<file path="config.mk">
export PLATFORM = sky130hd
export DESIGN_NAME = display_receiver_flat
export DESIGN_NICKNAME = d
export VERILOG_FILES = /design/src/rtl/display_receiver_pkg.sv /design/src/rtl/display_receiver_if.sv /design/src/rtl/display_spi_rx.sv /design/src/rtl/display_receiver.sv /design/src/flat_wrapper.sv
export SDC_FILE = /design/constraint.sdc
export NUM_CORES = 1
export LEC_CHECK = 0
export ABC_AREA = 1
export CAP_MARGIN = 20
export CORE_ASPECT_RATIO = 2
export CORE_MARGIN = 2
export CORE_UTILIZATION = 35
export CTS_BUF_LIST = sky130_fd_sc_hd__clkbuf_8
export CTS_CLUSTER_DIAMETER = 120
export DETAILED_ROUTE_END_ITERATION = 8
export PLACE_DENSITY_LB_ADDON = 0.2
export SLEW_MARGIN = 30
export SYNTH_ARGS = -nofsm -noshare
export SYNTH_HDL_FRONTEND = slang
export SYNTH_HIERARCHICAL = 1
export SYNTH_SLANG_ARGS = --single-unit
</file>
<file path="constraint.sdc">
create_clock -name clk -period 2.6 [get_ports clk]
set_input_delay 0.39 -clock clk [delete_from_list [all_inputs] [get_ports clk]]
set_output_delay 0.39 -clock clk [all_outputs]
set_load 0.01 [all_outputs]
</file>
<file path="src/rtl/display_receiver_pkg.sv">
// Shared display command definitions: SSD1306 opcodes, parser states,
// and the argument-count lookup used by the command parser.
package display_receiver_pkg;

    // SSD1306 command opcodes
    localparam logic [7:0] OP_MEM_MODE     = 8'h20;
    localparam logic [7:0] OP_COL_ADDR     = 8'h21;
    localparam logic [7:0] OP_PAGE_ADDR    = 8'h22;
    localparam logic [7:0] OP_CONTRAST     = 8'h81;
    localparam logic [7:0] OP_CHARGE_PUMP  = 8'h8D;
    localparam logic [7:0] OP_DISPLAY_NORM = 8'hA6;
    localparam logic [7:0] OP_DISPLAY_INV  = 8'hA7;
    localparam logic [7:0] OP_MUX_RATIO    = 8'hA8;
    localparam logic [7:0] OP_DISPLAY_OFF  = 8'hAE;
    localparam logic [7:0] OP_DISPLAY_ON   = 8'hAF;
    localparam logic [7:0] OP_DISP_OFFSET  = 8'hD3;
    localparam logic [7:0] OP_CLK_DIV      = 8'hD5;
    localparam logic [7:0] OP_PRECHARGE    = 8'hD9;
    localparam logic [7:0] OP_COM_PINS     = 8'hDA;
    localparam logic [7:0] OP_VCOMH        = 8'hDB;

    // Reset value of the contrast register
    localparam logic [7:0] CONTRAST_DEFAULT = 8'h7F;

    // Command parser states
    typedef enum logic [1:0] {
        PS_CMD  = 2'd0,
        PS_ARG1 = 2'd1,
        PS_ARG2 = 2'd2
    } parser_state_t;

    // Number of argument bytes that follow an opcode
    function automatic logic [1:0] op_arg_count(input logic [7:0] op);
        logic [1:0] n;
        n = 2'd0;
        case (op)
            OP_COL_ADDR, OP_PAGE_ADDR:                 n = 2'd2;
            OP_CONTRAST, OP_MEM_MODE, OP_CLK_DIV,
            OP_MUX_RATIO, OP_DISP_OFFSET, OP_CHARGE_PUMP,
            OP_COM_PINS, OP_PRECHARGE, OP_VCOMH:        n = 2'd1;
            default:                                   n = 2'd0;
        endcase
        return n;
    endfunction

endpackage

</file>
<file path="src/rtl/display_receiver_if.sv">
// Serial bus from the host and framebuffer write port of the display receiver.
interface display_receiver_if;
    import display_receiver_pkg::*;

    logic       spi_clk;
    logic       spi_cs;
    logic       spi_din;
    logic       spi_dc;
    logic       spi_rst;
    logic       fb_we;
    logic [2:0] fb_page;
    logic [6:0] fb_column;
    logic [7:0] fb_data;

    // Host side: drives the serial bus, observes framebuffer writes
    modport master (
        output spi_clk, spi_cs, spi_din, spi_dc, spi_rst,
        input  fb_we, fb_page, fb_column, fb_data
    );

    // Receiver side
    modport slave (
        input  spi_clk, spi_cs, spi_din, spi_dc, spi_rst,
        output fb_we, fb_page, fb_column, fb_data
    );

endinterface

</file>
<file path="src/rtl/display_spi_rx.sv">
// Bit shifter: assembles MSB-first bytes from the serial bus sampled on clk,
// tags each byte with spi_dc and emits a one-cycle valid pulse.
module display_spi_rx
    import display_receiver_pkg::*;
(
    input  logic       clk,
    input  logic       reset,
    input  logic       spi_cs,
    input  logic       spi_din,
    input  logic       spi_dc,
    input  logic       spi_rst,
    output logic [7:0] rx_byte,
    output logic       rx_is_data,
    output logic       rx_vld
);

    logic [6:0] shift;
    logic [2:0] bit_cnt;

    // Shift register and bit counter; a deselect or display reset drops any partial byte
    always_ff @(posedge clk) begin
        if (reset || !spi_rst) begin
            shift      <= 7'd0;
            bit_cnt    <= 3'd0;
            rx_byte    <= 8'd0;
            rx_is_data <= 1'b0;
            rx_vld     <= 1'b0;
        end else begin
            rx_vld <= 1'b0;
            if (spi_cs) begin
                bit_cnt <= 3'd0;
            end else begin
                shift   <= {shift[5:0], spi_din};
                bit_cnt <= bit_cnt + 3'd1;
                if (bit_cnt == 3'd7) begin
                    rx_byte    <= {shift, spi_din};
                    rx_is_data <= spi_dc;
                    rx_vld     <= 1'b1;
                end
            end
        end
    end

endmodule

</file>
<file path="src/rtl/display_receiver.sv">
// SSD1306-style display receiver: command parser, panel state registers and
// horizontal-addressing framebuffer write port fed by the serial shifter.
module display_receiver
    import display_receiver_pkg::*;
#(
    parameter int N_COLUMNS = 128,
    parameter int N_PAGES   = 8
) (
    input  logic                clk,
    input  logic                reset,
    display_receiver_if.slave   bus,
    output logic                display_on,
    output logic                inverted,
    output logic [7:0]          contrast
);

    localparam logic [6:0] COL_LAST  = 7'(N_COLUMNS - 1);
    localparam logic [2:0] PAGE_LAST = 3'(N_PAGES - 1);

    logic [7:0]    byte_p0;
    logic          is_data_p0;
    logic          vld_p0;

    parser_state_t pstate;
    logic [7:0]    cur_op;
    logic [6:0]    col;
    logic [6:0]    col_start;
    logic [6:0]    col_end;
    logic [2:0]    page;
    logic [2:0]    page_start;
    logic [2:0]    page_end;

    display_spi_rx u_rx (
        .clk        (clk),
        .reset      (reset),
        .spi_cs     (bus.spi_cs),
        .spi_din    (bus.spi_din),
        .spi_dc     (bus.spi_dc),
        .spi_rst    (bus.spi_rst),
        .rx_byte    (byte_p0),
        .rx_is_data (is_data_p0),
        .rx_vld     (vld_p0)
    );

    // Parser FSM, panel state, address window and framebuffer write strobe
    always_ff @(posedge clk) begin
        if (reset || !bus.spi_rst) begin
            pstate        <= PS_CMD;
            cur_op        <= 8'h00;
            display_on    <= 1'b0;
            inverted      <= 1'b0;
            contrast      <= CONTRAST_DEFAULT;
            col           <= 7'd0;
            col_start     <= 7'd0;
            col_end       <= COL_LAST;
            page          <= 3'd0;
            page_start    <= 3'd0;
            page_end      <= PAGE_LAST;
            bus.fb_we     <= 1'b0;
            bus.fb_page   <= 3'd0;
            bus.fb_column <= 7'd0;
            bus.fb_data   <= 8'd0;
        end else begin
            bus.fb_we <= 1'b0;
            if (vld_p0) begin
                case (pstate)
                    PS_CMD: begin
                        if (is_data_p0) begin
                            // Write at the current pointers, then advance horizontally
                            bus.fb_we     <= 1'b1;
                            bus.fb_page   <= page;
                            bus.fb_column <= col;
                            bus.fb_data   <= byte_p0;
                            if (col == col_end) begin
                                col  <= col_start;
                                page <= (page == page_end) ? page_start : page + 3'd1;
                            end else begin
                                col <= col + 7'd1;
                            end
                        end else begin
                            cur_op <= byte_p0;
                            case (byte_p0)
                                OP_DISPLAY_OFF:  display_on <= 1'b0;
                                OP_DISPLAY_ON:   display_on <= 1'b1;
                                OP_DISPLAY_NORM: inverted   <= 1'b0;
                                OP_DISPLAY_INV:  inverted   <= 1'b1;
                                default: ;
                            endcase
                            pstate <= (op_arg_count(byte_p0) != 2'd0) ? PS_ARG1 : PS_CMD;
                        end
                    end
                    PS_ARG1: begin
                        // Argument bytes are taken by position; spi_dc is ignored here
                        case (cur_op)
                            OP_COL_ADDR:  col_start  <= byte_p0[6:0];
                            OP_PAGE_ADDR: page_start <= byte_p0[2:0];
                            OP_CONTRAST:  contrast   <= byte_p0;
                            default: ;
                        endcase
                        pstate <= (op_arg_count(cur_op) == 2'd2) ? PS_ARG2 : PS_CMD;
                    end
                    PS_ARG2: begin
                        // Second argument closes the window and homes the pointer
                        case (cur_op)
                            OP_COL_ADDR: begin
                                col_end <= byte_p0[6:0];
                                col     <= col_start;
                            end
                            OP_PAGE_ADDR: begin
                                page_end <= byte_p0[2:0];
                                page     <= page_start;
                            end
                            default: ;
                        endcase
                        pstate <= PS_CMD;
                    end
                    default: pstate <= PS_CMD;
                endcase
            end
        end
    end

endmodule

</file>
<file path="src/flat_wrapper.sv">
// flat-port wrapper written by rule: the top's interface ports become plain ports
module display_receiver_flat import display_receiver_pkg::*;
#(
    parameter int N_COLUMNS = 128,
    parameter int N_PAGES   = 8
)
  (clk, reset, display_on, inverted, contrast, bus_spi_clk, bus_spi_cs, bus_spi_din, bus_spi_dc, bus_spi_rst, bus_fb_we, bus_fb_page, bus_fb_column, bus_fb_data);
  display_receiver_if bus_i ();
  input  logic clk;
  input  logic reset;
  output logic display_on;
  output logic inverted;
  output logic [7:0] contrast;
  input wire logic [$bits(bus_i.spi_clk)-1:0] bus_spi_clk;
  input wire logic [$bits(bus_i.spi_cs)-1:0] bus_spi_cs;
  input wire logic [$bits(bus_i.spi_din)-1:0] bus_spi_din;
  input wire logic [$bits(bus_i.spi_dc)-1:0] bus_spi_dc;
  input wire logic [$bits(bus_i.spi_rst)-1:0] bus_spi_rst;
  output wire logic [$bits(bus_i.fb_we)-1:0] bus_fb_we;
  output wire logic [$bits(bus_i.fb_page)-1:0] bus_fb_page;
  output wire logic [$bits(bus_i.fb_column)-1:0] bus_fb_column;
  output wire logic [$bits(bus_i.fb_data)-1:0] bus_fb_data;
  assign bus_i.spi_clk = bus_spi_clk;
  assign bus_i.spi_cs = bus_spi_cs;
  assign bus_i.spi_din = bus_spi_din;
  assign bus_i.spi_dc = bus_spi_dc;
  assign bus_i.spi_rst = bus_spi_rst;
  assign bus_fb_we = bus_i.fb_we;
  assign bus_fb_page = bus_i.fb_page;
  assign bus_fb_column = bus_i.fb_column;
  assign bus_fb_data = bus_i.fb_data;
  display_receiver #(.N_COLUMNS(N_COLUMNS), .N_PAGES(N_PAGES)) u_core (.clk(clk), .reset(reset), .bus(bus_i), .display_on(display_on), .inverted(inverted), .contrast(contrast));
endmodule
</file>
* After elaboration in Yosys (flattened, before gate mapping)
Index checks and enable logic that the tools add are counted.
** Cells by class
- $add $sub $neg :: 3
- Equality and inequality tests :: 37
- Mux-type cells :: 26
- Bitwise operators :: 4
- Reduce and logical (&&, ||, !) cells :: 26
** Operators with widths (number)
- $eq A8 B8 Y1 const B :: 20
- $eq A8 B6 Y1 const B :: 6
- $mux W7 :: 3
- $reduce_and A3 Y1 :: 7
- $mux W2 :: 9
- $reduce_or A9 Y1 :: 2
- $pmux W7 S2 :: 1
- $mux W3 :: 4
- $pmux W2 S2 :: 3
- $reduce_and A4 Y1 :: 3
- $reduce_bool A2 Y1 :: 4
- $add A7 B1 Y7 const B :: 1
- $eq A7 B7 Y1 :: 1
- $add A3 B1 Y3 const B :: 2
- $ne A2 B2 Y1 const B :: 3
- $pmux W3 S2 :: 1
- $reduce_or A2 Y1 :: 3
- $reduce_and A5 Y1 :: 1
- $eq A2 B2 Y1 const B :: 2
- $ne A2 B1 Y1 const B :: 2
- $not A1 Y1 :: 4
- $pmux W1 S2 :: 2
- $reduce_and A2 Y1 :: 2
- $eq A3 B3 Y1 :: 1
- 7 further kinds :: 9
** Word-level totals
- Register bits after elaboration :: 89
- Input port bits :: 7

* Depth between registers and ports, before layout
Gate-level depths: netlist of the first run.
- Depth after elaboration :: 11
- Mapped depth :: 12
- Gate-level depth less buffers :: 12

* By module
The synthesis of the first run kept the hierarchy.
** Modules (own cells, without submodules)
- display_receiver :: instances 1, cells each 434, area each 3190.6 µm², sequential area each 1381.3 µm²
- display_spi_rx :: instances 1, cells each 106, area each 792.0 µm², sequential area each 400.4 µm²

* Worst setup path after synthesis of the first run
No wires, ideal clock.
- Kind :: register -> register
- From :: register u_core.pstate[0]
- To :: register u_core.contrast[4]
- Arrival time :: 1.171 ns
- Setup slack :: 1.287 ns
- Cell stages (with the launch flop) :: 9
- Buffers on the path :: 1
- Path through :: dfxtp_1 inv_2 nor2_2 nand2_2 nor2_2 nand4_2 buf_6 nand2_1 o211ai_2
** On the way
- Longest elaborated chain between the ends :: 2
** RTL lines
- start, declared :: RTL line display_receiver.sv:24 : parser_state_t pstate;
- start signal, assigned :: RTL line display_receiver.sv:89 : pstate <= (op_arg_count(byte_p0) != 2'd0) ? PS_ARG1 : PS_CMD;
- start signal, assigned :: RTL line display_receiver.sv:100 : pstate <= (op_arg_count(cur_op) == 2'd2) ? PS_ARG2 : PS_CMD;
- $eq A2 B1 Y1 :: RTL line display_receiver.sv:66 : case (pstate)
- $reduce_and A3 Y1 (no source line)
- end signal, assigned :: RTL line display_receiver.sv:97 : OP_CONTRAST: contrast <= byte_p0;
- end, declared :: RTL line display_receiver.sv:14 : output logic [7:0] contrast
Every way passes these cells.
A chain may end at the register's enable or synchronous reset.

* Final worst setup path of the first run
- From :: register u_core.pstate[1]
- To :: register u_core.page_end[0]
** On the way
- Longest elaborated chain between the ends :: 2
** RTL lines
- $eq A2 B2 Y1 :: RTL line display_receiver.sv:66
- $reduce_and A3 Y1 (no source line)
- end signal, assigned :: RTL line display_receiver.sv:110 : page_end <= byte_p0[2:0];
- end, declared :: RTL line display_receiver.sv:31 : logic [2:0] page_end;
Every way passes these cells.

==> impl_metrics.csv, run 1 <==
group,metric,value,unit
clock_network,clk_latency,0.36,ns
sta,hold_ws,0.428,ns
sta,finalCritPeriodShare,66.1,%
global_route,grt-ovfl-total,0,
critical_path,cp_max_fo,11,
critical_path,r2r-end,"u_core/page_end[0]",
critical_path,crit_path_cell_trace,"inv_2 -> nor2_2 -> inv_2 -> nor2_2 -> nand4_1 -> nand2_1 -> o211ai_1",
clock_network,hold_buffers,0,
yosys,synthesis.nets,551,
clock_network,cts-root-buf,"clkbuf_8",
global_route,grt_pass1_vias,3285,
yosys,yosys-top-cells-area,"dfxtp_1 45%, nand2_1 11%, a21oi_1 7.7%, nor2_1 5.1%, inv_1 5.0%",
run,drv_cap,0,
yosys,synthSimpleGateAreaFrac,24.5,%
worst_hold_path,hold_class,"reg2reg",
detailed_routing,routed_wl,9.70,mm
floorplan,rows,55,
global_route,grt_max_degree,52,
final_layout,drive_gt1_share,10.5,%
critical_path,r2r_cells,7,
detailed_routing,firstDrtPassIters,4,
critical_path,r2r-start,"u_core/pstate[1]",
worst_hold_path,hold_depth,1,
floorplan,start_util,35.5,%
detailed_routing,drc_errors,0,
sta,hold_viol,0,
critical_path,cp_slowest_cell,"dfxtp_1",
clock_network,cts_made_buffers,9,
placement,port_buffers,34,
final_layout,n_antenna_cell,0,
placement,hpwlAfterDp,7.04,mm
sta,setup_viol,0,
floorplan,die-area,12300,um^2
critical_path,critical_path.top_delay_family,"simple AND/OR/NAND/NOR gates",
yosys,synth.most_common_cell,"nand2_1",
sta,worst_slew_pin_slew,0.562,ns
yosys,ys_seq_elements,89,
yosys,synth_edf_count,0,
sta,rsz0062_at_grt,"false",
clock_network,cts_setup_buffers,0,
detailed_routing,drt_iter0_markers,168,
yosys,async_flop_share,0,%
floorplan,die_h,155,um
clock_network,clk_pin_slew,0.09,ns
clock_network,htreeDepth,3,
sta,report.final.slew_viol_count,0,
yosys,synth_common_cells,"113 x nand2_1, 89 x dfxtp_1, 61 x a21oi_1, 54 x nor2_1, 53 x inv_1",
global_route,grt_pass1_wl,16.0,mm
critical_path,crit_end,"u_core/page_end[0]",
power_and_ir_drop,powerDensity,552,nW/um^2
floorplan,ios,36,
critical_path,critPathLaunch,"u_core/pstate[1]",
yosys,avgSynthCellArea,7.38,um^2
outcome,status,"completed",
critical_path,cpPeakStageDelay,0.45,ns
sta,layout_min_cycle_time,1.72,ns
critical_path,worstSetupPathDepth,7,
detailed_routing,vias_per_cell,4.83,
global_route,grt.total_usage,16.8,%
critical_path,start_kind,"register",
clock_network,cts_max_path_buffers,2,
critical_path,crit_buf_inv,2,
yosys,synth_flop_cell,"dfxtp_1",
final_layout,finalNetCount,579,
power_and_ir_drop,p_leak,2.00,nW
placement,place.gp.congestion,0.835,
yosys,yosysWarnings,6,
detailed_routing,num_vias,3456,
clock_network,cts.sink_count,89,
critical_path,path_class,"reg2reg",
detailed_routing,wl_per_cell,13.6,um
clock_network,post_cts_resized,0,
sta,fin_tns_setup,0,ns
critical_path,critical_path_required,2.83,ns
yosys,synth_top_family_by_area,"simple AND/OR/NAND/NOR gates",
yosys,synth_adder_area_share,1.26,%
global_route,antenna_found_initial,0,
sta,slew_headroom,62.3,%
critical_path,reg2reg_slack,0.88,ns
yosys,synth.top_cell.area_share,44.7,%
floorplan,die_x,79.4,um
yosys,syn_area,3980,um^2
critical_path,worstPathArrival,1.95,ns
final_layout,area_delta_synth_final,16.5,%
yosys,synth_top_area_cell,"dfxtp_1",
sta,fmaxAchievable,582,MHz
sta,skew,0.00979,ns
clock_network,cts_tree,"yes",
power_and_ir_drop,ir_drop,361,uV
yosys,synth-xor-area-share,2.20,%
floorplan,core_area,11200,um^2
detailed_routing,drtAntennaViolNets,0,
critical_path,worst_setup_path_end_kind,"register",
yosys,yosysSeqAreaShare,44.7,%
yosys,synth_compound_area_share,17.5,%
yosys,syn_inst,540,
yosys,synth_mux_area_share,0,%
yosys,ys_types,33,
==> cells in the final DEF (no fill, tap or decap), drive strengths merged, types with 7 or more instances in the layout <==
cell type	instances
inv	70
nand3	31
nor2	62
clkdlybuf4s50	34
clkbuf	10
o21ai	50
nand4	7
a21oi	61
o211ai	10
dfxtp	89
nand2	120
==> power by group <==
part	internal, mW	switching (mW)
sequential	1.36	0.000804
clock	0.660	0.485
combinational	0.0166	0.0353
==> registers in the layout (all words and copies together) (netlist names), 8 cells and up <==
| register | cells |
|---|---|
| u_core/bus.fb_data | 8 |
| u_core/contrast | 8 |
| u_core/cur_op | 8 |
| u_core/u_rx/rx_byte | 8 |
==> routing by layer <==
layer | part of all wire (%) | GRT usage, % | vias to the layer above
met3 | 2.3 | 3.71 | 16
met2 | 53 | 29.7 | 54
met5 | 0 | 0 | -
met1 | 41 | 18.3 | 1587
li1 | - | - | 1799
met4 | 3.8 | 8.46 | 0
==> worst min path at each step <==
stage | from | end | slack [ns]
3_5_place_dp | u_core/u_rx/bit_cnt[0] | u_core/u_rx/bit_cnt[0] | 0.42
6_report | u_core/u_rx/bit_cnt[0] | u_core/u_rx/bit_cnt[0] | 0.43
2_1_floorplan | u_core/u_rx/bit_cnt[0] | u_core/u_rx/bit_cnt[0] | 0.40
5_1_grt | u_core/u_rx/bit_cnt[0] | u_core/u_rx/bit_cnt[0] | 0.47
3_3_place_gp | u_core/u_rx/bit_cnt[0] | u_core/u_rx/bit_cnt[0] | 0.41
4_1_cts | u_core/u_rx/bit_cnt[0] | u_core/u_rx/bit_cnt[0] | 0.43
==> cell families after synthesis <==
| group | after synthesis |
|---|---|
| flip-flops | 89 |
| AND/OR/NAND/NOR | 224 |
| AO/OA/AOI/OAI | 124 |
| adder cells (fa/ha/maj) | 4 |
| XOR/XNOR | 10 |
| buffers and inverters | 89 |
==> final cells by class <==
class                   instances  area [um^2]
clock buffers                  10          138
clock inverters                 6          106
fillers                      1163         6580
inverters                      70          268
multi-input cells             362         1810
flip-flops and latches         89         1780
well taps                     142          178
repair buffers                 36          355
==> per-stage QoR <==
stage	total power [mW]	setup WS, ns	utilization, %	area, um^2	std cells
6_report	2.56	0.881	41.4	4640	715
3_5_place_dp	1.45	0.571	39.2	4400	699
5_1_grt	2.65	0.753	41.4	4640	715
2_1_floorplan	1.43	1.29	-	3980	540
4_1_cts	2.60	0.901	41.4	4640	715
3_3_place_gp	1.45	0.598	39.2	4400	699
Note: power is estimated with default switching activity, not from simulation.
==> inputs of run 2 (changes only) <==
Clock period 2.6 ns to 1.5 ns, I/O delays scaled along.
==> run 2 against run 1 <==
Effect of this change: sequential share of layout area shrank 3.2 points; non-clock buffer count is 42 higher; via count rose by 5.0%; flip-flop and latch count stayed put; worst hold slack got worse by 0.0036 ns; first-iteration DRC count fell by 7.1%; core utilization increased by 4.1 points; critical path depth fell by 6; clock power increased by 75%; critical endpoint is now bus_fb_data[2].
==> impl_metrics.csv, run 2 (synthesis gave the netlist of run 1 again) <==
group,metric,value,unit
detailed_routing,num_vias,3628,
global_route,antenna_found_initial,0,
final_layout,fillers,1141,
global_route,grt-ovfl-total,0,
critical_path,r2r_cells,8,
floorplan,die_x,79.4,um
sta,rsz0062_at_grt,"true",
floorplan,die_h,155,um
sta,hold_ws,0.424,ns
worst_hold_path,hold_class,"reg2reg",
worst_hold_path,hold_depth,1,
floorplan,core_area,11200,um^2
final_layout,regArea,1790,um^2
clock_network,cts_max_path_buffers,2,
power_and_ir_drop,p_leak,2.51,nW
global_route,grt_pass1_wl,16.7,mm
sta,fin_ws,0.0452,ns
global_route,grt_max_degree,52,
sta,layout_min_cycle_time,1.45,ns
clock_network,clk_pin_slew,0.09,ns
critical_path,reg2reg_slack,0.08,ns
critical_path,critical_path.top_delay_family,"buffers and inverters",
detailed_routing,drtAntennaViolNets,0,
sta,report.final.slew_viol_count,0,
power_and_ir_drop,powerDensity,873,nW/um^2
clock_network,cts.sink_count,89,
clock_network,clk_latency,0.36,ns
detailed_routing,firstDrtPassIters,4,
detailed_routing,drt_iter0_markers,156,
placement,port_buffers,34,
clock_network,htreeDepth,3,
power_and_ir_drop,ir_drop,630,uV
final_layout,final_common_cell,"nand2_1",
final_layout,finalNetCount,621,
sta,slew_headroom,68.3,%
placement,place.gp.congestion,0.867,
sta,skew,0.0104,ns
final_layout,multi_input_area,1860,um^2
detailed_routing,wl_per_cell,13.7,um
final_layout,area_delta_synth_final,28.1,%
run,drv_cap,0,
critical_path,crit_path_cell_trace,"clkdlybuf4s50_1",
sta,worst_slew_pin_slew,0.475,ns
final_layout,n_antenna_cell,0,
placement,pre_cts_ws,-0.461,ns
critical_path,worstSetupPathDepth,1,
critical_path,cpPeakStageDelay,0.53,ns
floorplan,ios,36,
final_layout,layout_common_cells,"110 x nand2_1, 83 x dfxtp_1, 61 x a21oi_1",
clock_network,cts-root-buf,"clkbuf_8",
sta,fmaxAchievable,687,MHz
critical_path,critical_path_required,1.27,ns
critical_path,start_kind,"register",
critical_path,worst_setup_path_end_kind,"output port",
outcome,status,"completed",
detailed_routing,drc_errors,0,
detailed_routing,routed_wl,10.4,mm
critical_path,worstPathArrival,1.23,ns
sta,setup_viol,0,
critical_path,cp_slowest_cell,"clkdlybuf4s50_1",
floorplan,rows,55,
critical_path,path_class,"reg2out",
floorplan,die-area,12300,um^2
critical_path,crit_buf_inv,1,
critical_path,cp_max_fo,2,
floorplan,start_util,35.5,%
placement,hpwlAfterDp,7.80,mm
sta,hold_viol,0,
global_route,grt_pass1_vias,3531,
detailed_routing,vias_per_cell,4.79,
final_layout,drive_gt1_share,19.0,%
sta,finalCritPeriodShare,97.0,%
clock_network,cts_tree,"yes",
clock_network,cts_made_buffers,9,
global_route,grt.total_usage,17.6,%
## run 2: per-layer routing
layer | vias up | GRT usage (%) | part of all wire (%)
met5 | - | 0 | 0
met4 | 0 | 7.72 | 1.8
met3 | 11 | 2.49 | 2.3
met2 | 50 | 34.8 | 58
met1 | 1680 | 17.2 | 38
li1 | 1887 | - | -
## run 2: layout make-up
cell class,instances,share of cell area [%]
clock buffer,10,2.70
clock inverter,6,2.08
inverter,70,5.30
multi-input combinational,362,36.5
sequential,89,35.2
tap,142,3.48
timing repair buffer,78,14.8
## run 2: path summary, 6_finish.rpt
check,endpoint,start
setup reg to reg,u_core/col[6],u_core/col[1]
hold / removal,u_core/u_rx/bit_cnt[0],u_core/u_rx/bit_cnt[0]
setup / recovery,bus_fb_data[2],u_core/bus.fb_data[2]
hold reg to reg,u_core/u_rx/bit_cnt[0],u_core/u_rx/bit_cnt[0]
## run 2: what timing repair did
item / CTS / global route
buffers inserted: 0 / 3
pin swaps: 1 / 4
hold endpoints to repair: 0 / 0
hold buffers: 0 / 0
gates resized for setup: 10 / 40
setup endpoints to repair: 19 / 32
## run 2: power by group
part | leakage, nW | total [mW] | switching, mW | internal, mW
Sequential | 0.720 | 2.36 | 0.00158 | 2.36
Combinational | 1.67 | 0.104 | 0.0642 | 0.0394
Clock | 0.124 | 1.99 | 0.847 | 1.14
Total | 2.51 | 4.45 | 0.913 | 3.54
## run 2: per-stage QoR
stage / power (mW) / cell area [um^2] / util (%) / instances / setup TNS (ns)
2_1_floorplan: 2.48 / 3980 / - / 540 / 0
5_1_grt: 4.63 / 5100 / 45.5 / 757 / -0.127
6_report: 4.45 / 5100 / 45.5 / 757 / 0
3_5_place_dp: 2.52 / 4730 / 42.1 / 738 / -6.16
3_3_place_gp: 2.52 / 4730 / 42.1 / 738 / -5.05
4_1_cts: 4.51 / 4970 / 44.3 / 754 / 0
==> inputs of run 3 (changes only) <==
Settings changed: CORE_UTILIZATION 35 to 55.
Clock period 1.5 ns to 1.8 ns, I/O delays scaled along.
==> run 3 against run 2 <==
Effect of this change: cell count is 12% lower; die area is 35% lower; register-to-register slack improved by 0.15 ns; clock skew decreased by 0.00094 ns; non-clock buffer count decreased by 37; worst hold slack improved by 0.018 ns; power is 18% lower; setup slack better by 0.18 ns; wire length down 11%; global-route usage rose by 7.3 points; cell area fell by 9.2%; sequential power down 17%; critical path type is now reg2reg; largest power group unchanged; highest routed layer unchanged.
==> impl_metrics.csv, run 3 (synthesis gave the netlist of run 1 again) <==
group,metric,value,unit
floorplan,core_area,6990,um^2
global_route,grt_pass1_vias,3370,
sta,fin_ws,0.226,ns
final_layout,fillers,634,
critical_path,worstPathArrival,1.88,ns
detailed_routing,drtAntennaViolNets,0,
global_route,antenna_found_initial,0,
sta,worst_slew_pin_slew,0.492,ns
power_and_ir_drop,p_int,2.91,mW
detailed_routing,firstDrtPassIters,6,
detailed_routing,vias_per_cell,5.24,
final_layout,n_antenna_cell,0,
critical_path,critical_path_required,2.11,ns
critical_path,r2r-start,"u_core/pstate[1]",
sta,finalCritPeriodShare,87.4,%
power_and_ir_drop,switching_share,20.7,%
critical_path,r2r-end,"u_core/bus.fb_data[6]",
detailed_routing,drc_errors,0,
placement,dpl_cell_area,4370,um^2
power_and_ir_drop,powerDensity,791,nW/um^2
floorplan,ios,36,
final_layout,drive_gt1_share,11.1,%
sta,skew,0.00946,ns
sta,hold_viol,0,
global_route,grt_max_degree,52,
final_layout,layout_common_cells,"113 x nand2_1, 89 x dfxtp_1, 61 x a21oi_1",
worst_hold_path,hp-start,"u_core/u_rx/bit_cnt[0]",
sta,layout_min_cycle_time,1.57,ns
detailed_routing,drt_iter0_markers,231,
clock_network,cts_made_buffers,9,
critical_path,worst_setup_path_end_kind,"register",
final_layout,final_common_cell,"nand2_1",
clock_network,hold_buffers,0,
floorplan,rows,43,
global_route,grt.total_usage,24.9,%
detailed_routing,routed_wl,9.24,mm
placement,pre_cts_ws,0.196,ns
global_route,grt-ovfl-total,0,
sta,slew_headroom,67.1,%
clock_network,htreeDepth,3,
sta,rsz0062_at_grt,"false",
clock_network,cts-root-buf,"clkbuf_8",
detailed_routing,wl_per_cell,13.8,um
run,drv_cap,0,
power_and_ir_drop,p_switching,757,uW
sta,fmaxAchievable,635,MHz
placement,hpwlAfterDp,6.68,mm
final_layout,finalNetCount,584,
placement,dp.cells,651,
power_and_ir_drop,power_frac_seq,53.8,%
power_and_ir_drop,p_comb_share,2.2,%
final_layout,finalNonFillerCells,667,
critical_path,path_class,"reg2reg",
clock_network,cts_max_path_buffers,2,
clock_network,cts.sink_count,89,
floorplan,start_util,56.9,%
worst_hold_path,hold_class,"reg2reg",
critical_path,cp_max_fo,34,
worst_hold_path,hold_depth,1,
sta,fin_tns_setup,0,ns
outcome,status,"completed",
worst_hold_path,min_to,"u_core/u_rx/bit_cnt[0]",
clock_network,clk_pin_slew,0.08,ns
power_and_ir_drop,ir_drop,691,uV
final_layout,fin_area,4630,um^2
floorplan,die-area,7980,um^2
floorplan,die_x,64.2,um
sta,report.final.slew_viol_count,0,
critical_path,reg2reg_slack,0.23,ns
floorplan,die_h,124,um
detailed_routing,num_vias,3498,
global_route,grt_pass1_wl,15.6,mm
power_and_ir_drop,p_leak,2.01,nW
critical_path,start_kind,"register",
power_and_ir_drop,power,3.66,mW
clock_network,clk_latency,0.38,ns
clock_network,cts_tree,"yes",
critical_path,r2r_cells,7,
sta,setup_viol,0,
final_layout,area_delta_synth_final,16.4,%
placement,port_buffers,34,
placement,place.gp.congestion,0.887,
power_and_ir_drop,power_frac_clock,44.0,%
[run 3: changes by cell type in the layout (fill, tap and decap cells not counted), sizes merged, moves of 6 or more]
cell and change:
buf -37, clkdlybuf4s50 +26, dlygate4sd2 -6, dlymetal6s2s -20
[run 3: critical path: stages, from the launching register on]
cell	delay (ns)
dfxtp_1	0.38
inv_2	0.12
nand2_1	0.07
inv_2	0.07
nand3_1	0.16
inv_2	0.43
o21ai_0	0.16
a21oi_1	0.12
[run 3: how the worst max path moves through the flow]
| stage | startpoint | to | cells past startpoint |
|---|---|---|---|
| 3_5_place_dp | u_core/pstate[0] | u_core/contrast[4] | 7 |
| 2_1_floorplan | u_core/pstate[0] | u_core/contrast[4] | 8 |
| 6_report | u_core/pstate[1] | u_core/bus.fb_data[6] | 7 |
| 4_1_cts | u_core/pstate[0] | u_core/contrast[7] | 6 |
| 5_1_grt | u_core/pstate[1] | u_core/bus.fb_data[4] | 7 |
| 3_3_place_gp | u_core/pstate[0] | u_core/contrast[7] | 6 |
[run 3: final cells by class]
type / instances / area (um^2) / share of cell area (%)
Clock buffer: 9 / 124 / 2.67
Clock inverter: 6 / 109 / 2.35
Inverter: 70 / 268 / 5.78
Multi-Input combinational cell: 362 / 1820 / 39.3
Sequential cell: 89 / 1780 / 38.4
Tap cell: 90 / 113 / 2.43
Timing Repair Buffer: 41 / 418 / 9.02
[run 3: metal layers]
metal | part of all wire, % | vias up | track usage [%]
met5 | 0 | - | 0
met4 | 4.8 | 0 | 16.3
met3 | 2.9 | 26 | 4.07
met2 | 54 | 74 | 43.8
met1 | 38 | 1587 | 26.5
li1 | - | 1811 | -
[run 3: power by group through the flow]
stage / registers, mW / logic [mW] / clock network, mW
3_5_place_dp: 2.02 / 0.0809 / 0
5_1_grt: 1.97 / 0.0897 / 1.70
6_report: 1.97 / 0.0807 / 1.61
4_1_cts: 1.97 / 0.0814 / 1.63
2_1_floorplan: 2.02 / 0.0521 / 0
3_3_place_gp: 2.02 / 0.0798 / 0
[run 3: stage by stage]
step                      util, %  hold WS (ns)
after detailed placement     62.5         0.429
after floorplan                 -         0.399
after global placement       62.5         0.406
final                        66.3         0.442
after CTS                    65.8         0.441
after global routing         66.3         0.450
[run 3: repair_timing]
action / 4_1_cts / 5_1_grt
resized for setup: 0 / 1
setup endpoints to repair: 0 / 2
setup buffers: 0 / 1
